`config.mk`:
```
export PLATFORM = sky130hd
export DESIGN_NAME = apb_master
export DESIGN_NICKNAME = d
export VERILOG_FILES = /design/src/rtl/apb_master_pkg.sv /design/src/rtl/apb_wait_timer.sv /design/src/rtl/apb_master.sv
export SDC_FILE = /design/constraint.sdc
export NUM_CORES = 1
export LEC_CHECK = 0
export CAP_MARGIN = 0
export CELL_PAD_IN_SITES_DETAIL_PLACEMENT = 0
export CELL_PAD_IN_SITES_GLOBAL_PLACEMENT = 2
export CORE_MARGIN = 4
export CORE_UTILIZATION = 26
export CTS_BUF_LIST = sky130_fd_sc_hd__clkbuf_16
export DETAILED_ROUTE_END_ITERATION = 8
export GPL_ROUTABILITY_DRIVEN = 0
export HOLD_SLACK_MARGIN = 0.15
export MAX_ROUTING_LAYER = met4
export PLACE_DENSITY = 0.84
export SLEW_MARGIN = 20
export SYNTH_ARGS = -nofsm -noshare
export SYNTH_HDL_FRONTEND = slang
export SYNTH_SLANG_ARGS = --single-unit
```
`constraint.sdc`:
```
create_clock -name pclk -period 1.89 [get_ports pclk]
set_clock_uncertainty 0.05 [all_clocks]
set_input_delay 0.2835 -clock pclk [delete_from_list [all_inputs] [get_ports pclk]]
set_output_delay 0.2835 -clock pclk [all_outputs]
set_load 0.1 [all_outputs]
```
`src/rtl/apb_master_pkg.sv`:
```
// apb_master_pkg: shared encodings for the APB requester and its companion slave.
//   apb_state_t     : requester FSM states (IDLE/SETUP/ACCESS)
//   apb_slv_state_t : completer-side idle/read/write encodings
//   cnt_width()     : wait-counter width for a given TIMEOUT
package apb_master_pkg;

    typedef enum logic [1:0] {
        IDLE   = 2'd0,
        SETUP  = 2'd1,
        ACCESS = 2'd2
    } apb_state_t;

    typedef enum logic [1:0] {
        SLV_IDLE  = 2'd0,
        SLV_READ  = 2'd1,
        SLV_WRITE = 2'd2
    } apb_slv_state_t;

    // Counter must be able to represent TIMEOUT-1; never narrower than 1 bit.
    function automatic int cnt_width(input int timeout);
        return (timeout <= 2) ? 1 : $clog2(timeout);
    endfunction

endpackage

```
`src/rtl/apb_wait_timer.sv`:
```
// apb_wait_timer: counts ACCESS cycles spent with pready low.
//   pclk, presetn : clock, async active-low reset
//   clear         : zero the count (asserted when a command is accepted)
//   inc           : advance the count by one
//   expired       : count has reached TIMEOUT-1
module apb_wait_timer
    import apb_master_pkg::*;
#(
    parameter int TIMEOUT = 16
) (
    input  logic pclk,
    input  logic presetn,
    input  logic clear,
    input  logic inc,
    output logic expired
);

    localparam int             CW   = cnt_width(TIMEOUT);
    localparam logic [CW-1:0]  LAST = CW'(TIMEOUT - 1);

    logic [CW-1:0] cnt;

    always_ff @(posedge pclk or negedge presetn) begin
        if (!presetn)   cnt <= '0;
        else if (clear) cnt <= '0;
        else if (inc)   cnt <= cnt + CW'(1);
    end

    assign expired = (cnt == LAST);

endmodule

```
`src/rtl/apb_master.sv`:
```
// apb_master: APB3 requester. Turns a valid/ready command into SETUP/ACCESS
// cycles and reports completion on a one-cycle response strobe. Slave wait
// states are bounded by TIMEOUT so a stuck completer cannot hang the bus.
//   cmd_*   : command port (cmd_ready high only in IDLE)
//   rsp_*   : response, rsp_valid pulses one cycle; data/status hold until next
//   p*      : APB bus toward the completer
module apb_master
    import apb_master_pkg::*;
#(
    parameter int ADDR_W  = 32,
    parameter int DATA_W  = 8,
    parameter int TIMEOUT = 16
) (
    input  logic              pclk,
    input  logic              presetn,
    input  logic              cmd_valid,
    output logic              cmd_ready,
    input  logic              cmd_write,
    input  logic [ADDR_W-1:0] cmd_addr,
    input  logic [DATA_W-1:0] cmd_wdata,
    output logic              rsp_valid,
    output logic [DATA_W-1:0] rsp_rdata,
    output logic              rsp_err,
    output logic              rsp_timeout,
    output logic              psel,
    output logic              penable,
    output logic              pwrite,
    output logic [ADDR_W-1:0] paddr,
    output logic [DATA_W-1:0] pwdata,
    input  logic [DATA_W-1:0] prdata,
    input  logic              pready,
    input  logic              pslverr
);

    apb_state_t state;
    logic       expired;
    logic       accept;
    logic       stall;

    assign accept = (state == IDLE) && cmd_valid;
    assign stall  = (state == ACCESS) && !pready;

    apb_wait_timer #(.TIMEOUT(TIMEOUT)) u_timer (
        .pclk    (pclk),
        .presetn (presetn),
        .clear   (accept),
        .inc     (stall),
        .expired (expired)
    );

    always_ff @(posedge pclk or negedge presetn) begin
        if (!presetn) begin
            state       <= IDLE;
            cmd_ready   <= 1'b1;
            psel        <= 1'b0;
            penable     <= 1'b0;
            pwrite      <= 1'b0;
            paddr       <= '0;
            pwdata      <= '0;
            rsp_valid   <= 1'b0;
            rsp_err     <= 1'b0;
            rsp_timeout <= 1'b0;
            rsp_rdata   <= '0;
        end else begin
            rsp_valid <= 1'b0;
            case (state)
                IDLE: begin
                    if (cmd_valid) begin
                        paddr     <= cmd_addr;
                        pwdata    <= cmd_wdata;
                        pwrite    <= cmd_write;
                        psel      <= 1'b1;
                        cmd_ready <= 1'b0;
                        state     <= SETUP;
                    end
                end
                SETUP: begin
                    penable <= 1'b1;
                    state   <= ACCESS;
                end
                ACCESS: begin
                    // pready is checked first so a ready on the last allowed
                    // cycle completes normally instead of timing out.
                    if (pready) begin
                        psel        <= 1'b0;
                        penable     <= 1'b0;
                        cmd_ready   <= 1'b1;
                        rsp_valid   <= 1'b1;
                        rsp_err     <= pslverr;
                        rsp_timeout <= 1'b0;
                        rsp_rdata   <= (!pwrite && !pslverr) ? prdata : '0;
                        state       <= IDLE;
                    end else if (expired) begin
                        psel        <= 1'b0;
                        penable     <= 1'b0;
                        cmd_ready   <= 1'b1;
                        rsp_valid   <= 1'b1;
                        rsp_err     <= 1'b1;
                        rsp_timeout <= 1'b1;
                        rsp_rdata   <= '0;
                        state       <= IDLE;
                    end
                end
                default: begin
                    psel      <= 1'b0;
                    penable   <= 1'b0;
                    cmd_ready <= 1'b1;
                    state     <= IDLE;
                end
            endcase
        end
    end

endmodule
```
-- Word level (Yosys, flattened, before mapping)
Index checks and enable logic that the tools add are counted.
- bits of input ports: 54
- word-level logic and storage cells: 57
- output and inout bits: 55
- memories: 0
- bits in writable memories: 0
- bits in read-only memories: 0
- flip-flop bits (word level): 61
- latch bits: 0
- reductions and logical operators: 14
- equal/unequal tests: 5
- shifts and indexed selects: 0
- $mul: 0
- bitwise operators: 2
- add/subtract/negate cells: 1
- magnitude comparators: 0
- divide/modulo/power cells: 0
- muxes and demuxes: 23
- operators with widths (operator ; count):
    2-to-1 mux 8 bit ; 3
    2-to-1 mux 1 bit ; 11
    case mux 1 bit (3 select lines) ; 3
    2-to-1 mux 4 bit ; 2
    AND reduction 2 bit ; 4
    2-to-1 mux 2 bit ; 3
    case mux 2 bit (3 select lines) ; 1
    adder 4 x 1 -> 4 bit (second input constant) ; 1
    equality test 4 bit (second input constant) ; 1
    nonzero test 2 bit ; 2
    logical AND 1 bit ; 3
    zero test 1 bit ; 3
    inequality test 3 bit (second input constant) ; 1
    AND reduction 3 bit ; 1
    equality test 2 x 1 -> 1 bit (second input constant) ; 1
    equality test 2 bit (second input constant) ; 1
    zero test 2 bit ; 1
    inequality test 2 bit (second input constant) ; 1
    NOT 1 bit ; 2

-- Depth between registers and ports, before layout
- word-level depth: 4
- gate-level depth with buffers: 5
- gate-level depth less buffers: 5

-- Hierarchy
Synthesis repeated with hierarchy kept, for this count alone.
- cells, all modules: 153
- area total of the unflattened synthesis: 2362.3 um2
- modules (own cells, without submodules) (module ; cells an instance ; times used ; seq. area each (um2) ; area an instance (um2)):
    apb_master ; 136 ; 1 ; 1427.6 ; 2163.3
    apb_wait_timer ; 17 ; 1 ; 100.1 ; 198.9

-- Worst setup path after synthesis
No wires, ideal clock.
- kind: register to register
- start: reg pwrite
- end: reg rsp_rdata[0]
- setup slack: 0.194 ns
- data arrival time: 1.525 ns
- library setup time: 0.122 ns
- required time: 1.718 ns
- clock period less this slack: 1.696 ns
- path buffers: 1
- stages on the path, launching flop included: 4
- path through: dfrtp_1 > and4bb_2 > buf_2 > a22o_1
- word-level cells in the longest chain between the ends: 4
- RTL lines (item ; RTL line ; source):
    from (decl) ; apb_master.sv:27 ; output logic pwrite,
    from (signal assigned) ; apb_master.sv:71 ; pwrite <= cmd_write;
    zero test 1 bit ; apb_master.sv:91 ; rsp_rdata <= (!pwrite && !pslverr) ? prdata : '0;
    logical AND 1 bit ; apb_master.sv:91 ;
    2-to-1 mux 8 bit ; apb_master.sv:91 ;
    2-to-1 mux 8 bit ; apb_master.sv:84 ; if (pready) begin
    to (signal assigned) ; apb_master.sv:91 ;
    to (decl) ; apb_master.sv:22 ; output logic [DATA_W-1:0] rsp_rdata,
No other way between the ends.
A chain may end at the register's enable or synchronous reset.

-- Worst setup path in the final report
- start: reg state[1]
- end: reg rsp_rdata[6]
- word-level cells in the longest chain between the ends: 2
- RTL lines (item ; RTL line ; source):
    from (decl) ; apb_master.sv:35 ; apb_state_t state;
    from (signal assigned) ; apb_master.sv:53 ; state <= IDLE;
    from (signal assigned) ; apb_master.sv:74 ; state <= SETUP;
    from (signal assigned) ; apb_master.sv:79 ; state <= ACCESS;
    equality test 2 bit ; apb_master.sv:66 ; case (state)
    AND reduction 2 bit (no line) ; n/a ;
No other way between the ends.

==> impl_results.md <==
* Clk buf depth at 2
* Clock Latency Late Sink at 0.32 ns
* Adder-Cell Fraction of Synth Area at 0.5373%
* Largest net degree at the start of global routing at 62
* FF+latch area at 0.001528 mm²
* Post-synthesis mux area share at 20.31%
* Crit Reg-Reg Endpoint: rsp_rdata[6]
* Core footprint at 0.008721 mm²
* Synth Area in Simple Gates at 4.191%
* Num ports at 109
* RSZ-0062 raised after global routing: no
* R2R cell count at 3
* First-pass GRT wire length at 8838 µm
* Initial antenna violation count at 0
* Worst setup SP type: flip-flop
* Cells after synthesis at approximately 150
* Vias in the first global route at 1766
* TNS Setup at 0 ns
* Hold-fix buffer count after cts at 1
* CP Cell Sequence: nor2b_1, nand2_1, a22o_1
* #FFs+latches synth at 61
* Clock sink count at 61
* CTS H-tree lvls at 3
* Cts bufs inserted at 9
* CTS root buffer: clkbuf_16
* Setup-failing EPs final at 0
* Hold WS at 0.4283 ns
* Antenna cells at 0
* Synthesized area per cell at 15.22 µm²
* CP Capture Type: flip-flop
* Via count at 1686
* Slowest CP cell: dfrtp_1
* Complex-gate fraction of the synthesized area at 6.932%
* Crit path required time at 2.04 ns
* R2r setup slk at between 0.2 and 0.3 ns
* Die Area at about 0.011 mm²
* Sequential area share after synthesis at 65.61%
* Synth Cell Area at ~0.0023 mm²
* Max-cap violations at 0
* Via density at about 4.4
* PortBufs at 108
* Hold WC Path Type: input port to asynchronous set/reset pin
* Largest family of logic cells by synthesized area: multiplexers
* YS warnings at 0
* Syn_nets at 208
* Most common cell after layout, fill and taps aside: dfrtp_1
* Worst r2r src: state[1]
* Xor/xnor share of the synthesized area at 0%
* Final hold vios at 0
* Netlist cell types at 24
* FP Rows at 34
* Setup Buffers After CTS at 0
* Fmax at 624.8 MHz
* Data arrival time of the worst path at 1.75 ns
* Clock slew at the register clock pins of the worst setup and hold paths at roughly 0.05 ns
* Drt pass-1 iters at 4
* DR DRC count at 0
* Status: finished clean
* DP HPWL at 3950 µm
* DP Cell Count at 366
* Final non-filler cell total at 383
* Post-CTS sizing at 0
* CTS tree: done
* DRT antenna net count at 0
* Max incr delay on CP at 0.46 ns
* Area Overhead vs Synth at 61.79%
* Routed WL per cell at 14.63 µm
* Post-layout net count at 325
* Gr ovfl total at 0
* Multi-input logic area at 749.5 µm²
* Total track usage at 11.34%
* Layout cell share with drive strength beyond 1 at 44.73%
* Least-Margin Pin Slew at 0.3474 ns
* WS Path Type: flip-flop to flip-flop
* Crit-path max FO at 9
* Commonest cells after routing, fill and taps aside: 60 x dfrtp_1, 55 x buf_4, 52 x clkdlybuf4s50_1, 42 x mux2_2
* Iteration-0 DRC Markers at 54
* Drt total wl at 5605 µm
* # fillers at 819
* Die height at 102.6 µm
* Tcrit/Tclk final at a little over four fifths
* Fin crit period at 1.601 ns
* Relative slew slack at 76.84%
* Max Slew Vio Count at 0
* Initial Util at 26.70%
* Chip Width at 102.6 µm
-- worst max-delay path: cells and delay by family (launching register included) --
family	cells	cell delay [ns]
DFF	1	0.46
and+or+nand+nor	2	0.66
AOI/OAI and AO/OA	1	0.31
-- final cells by class --
class                           count  share of cell area [%]
Multi-Input combinational cell     82                   19.89
Clock inverter                      7                   2.391
Tap cell                          108                   3.587
Clock buffer                        9                   5.978
Sequential cell                    61                   40.55
Inverter                            3                  0.2989
Timing Repair Buffer              113                   27.30
-- sequential cells by signal, indices dropped and copies added (netlist names) --
register     flops
cmd_ready        1
psel             1
rsp_err          1
penable          1
state            2
rsp_valid        1
u_timer.cnt      4
pwrite           1
rsp_rdata        8
rsp_timeout      1
paddr           32
pwdata           8
-- metrics by stage --
stage               setup WS (ns)  util [%]  area (µm²)
floorplan                  0.1935         -        2328
global placement          0.02188     39.47        3442
detailed placement       0.007765     39.47        3442
CTS                        0.2429     43.20        3767
global route              0.05493     43.20        3767
finish                     0.2894     43.20        3767
-- cell families (layout without fill, tap and decap cells) --
| kind of cell | after synthesis | in the layout |
|---|---|---|
| flops | 61 | 61 |
| mux | 42 | 42 |
| compound gates | 23 | 23 |
| simple gates | 16 | 16 |
| buf+inv | 10 | 132 |
| fa+ha+maj | 1 | 1 |
-- cells in the mapped netlist --
library cell,number,share of area (%)
dfrtp_1,60,64
mux2_2,42,20
a22o_1,9,3.4
a21oi_1,5,1.1
buf_4,4,1.3
nand2_1,4,0.64
o21ai_0,4,0.86
buf_2,3,0.64
inv_1,3,0.48
nor2_1,2,0.32
nor3b_1,2,0.64
o22ai_1,2,0.54
or3_1,2,0.54
a31o_2,1,0.38
and3_1,1,0.27
and4bb_2,1,0.54
dfstp_2,1,1.1
ha_1,1,0.54
nand2b_1,1,0.27
nand3_1,1,0.21
nor2b_1,1,0.27
o21a_1,1,0.32
o22a_1,1,0.38
or3b_4,1,0.48
-- how the worst max path moves through the flow --
stage                         start           end  cells after the start
final                      state[1]  rsp_rdata[6]                      3
after global routing       state[1]  rsp_rdata[1]                      3
after CTS                  state[0]  rsp_rdata[3]                      3
after detailed placement  cmd_valid     paddr[25]                      4
after global placement    cmd_valid     paddr[29]                      4
after floorplan              pwrite  rsp_rdata[0]                      3
-- routing by layer --
layer | vias to the layer above | track usage (%) | wire length, µm | share of wire (%)
li1 | 785 | - | - | -
met1 | 831 | 11.87 | 2115 | 38
met2 | 63 | 19.02 | 2900 | 52
met3 | 7 | 4.398 | 493 | 8.8
met4 | 0 | 4.844 | 95 | 1.7
met5 | - | - | 0 | 0
Power is not shown: default switching activity piles up to over one toggle a cycle in this logic, so the estimate is an artifact.
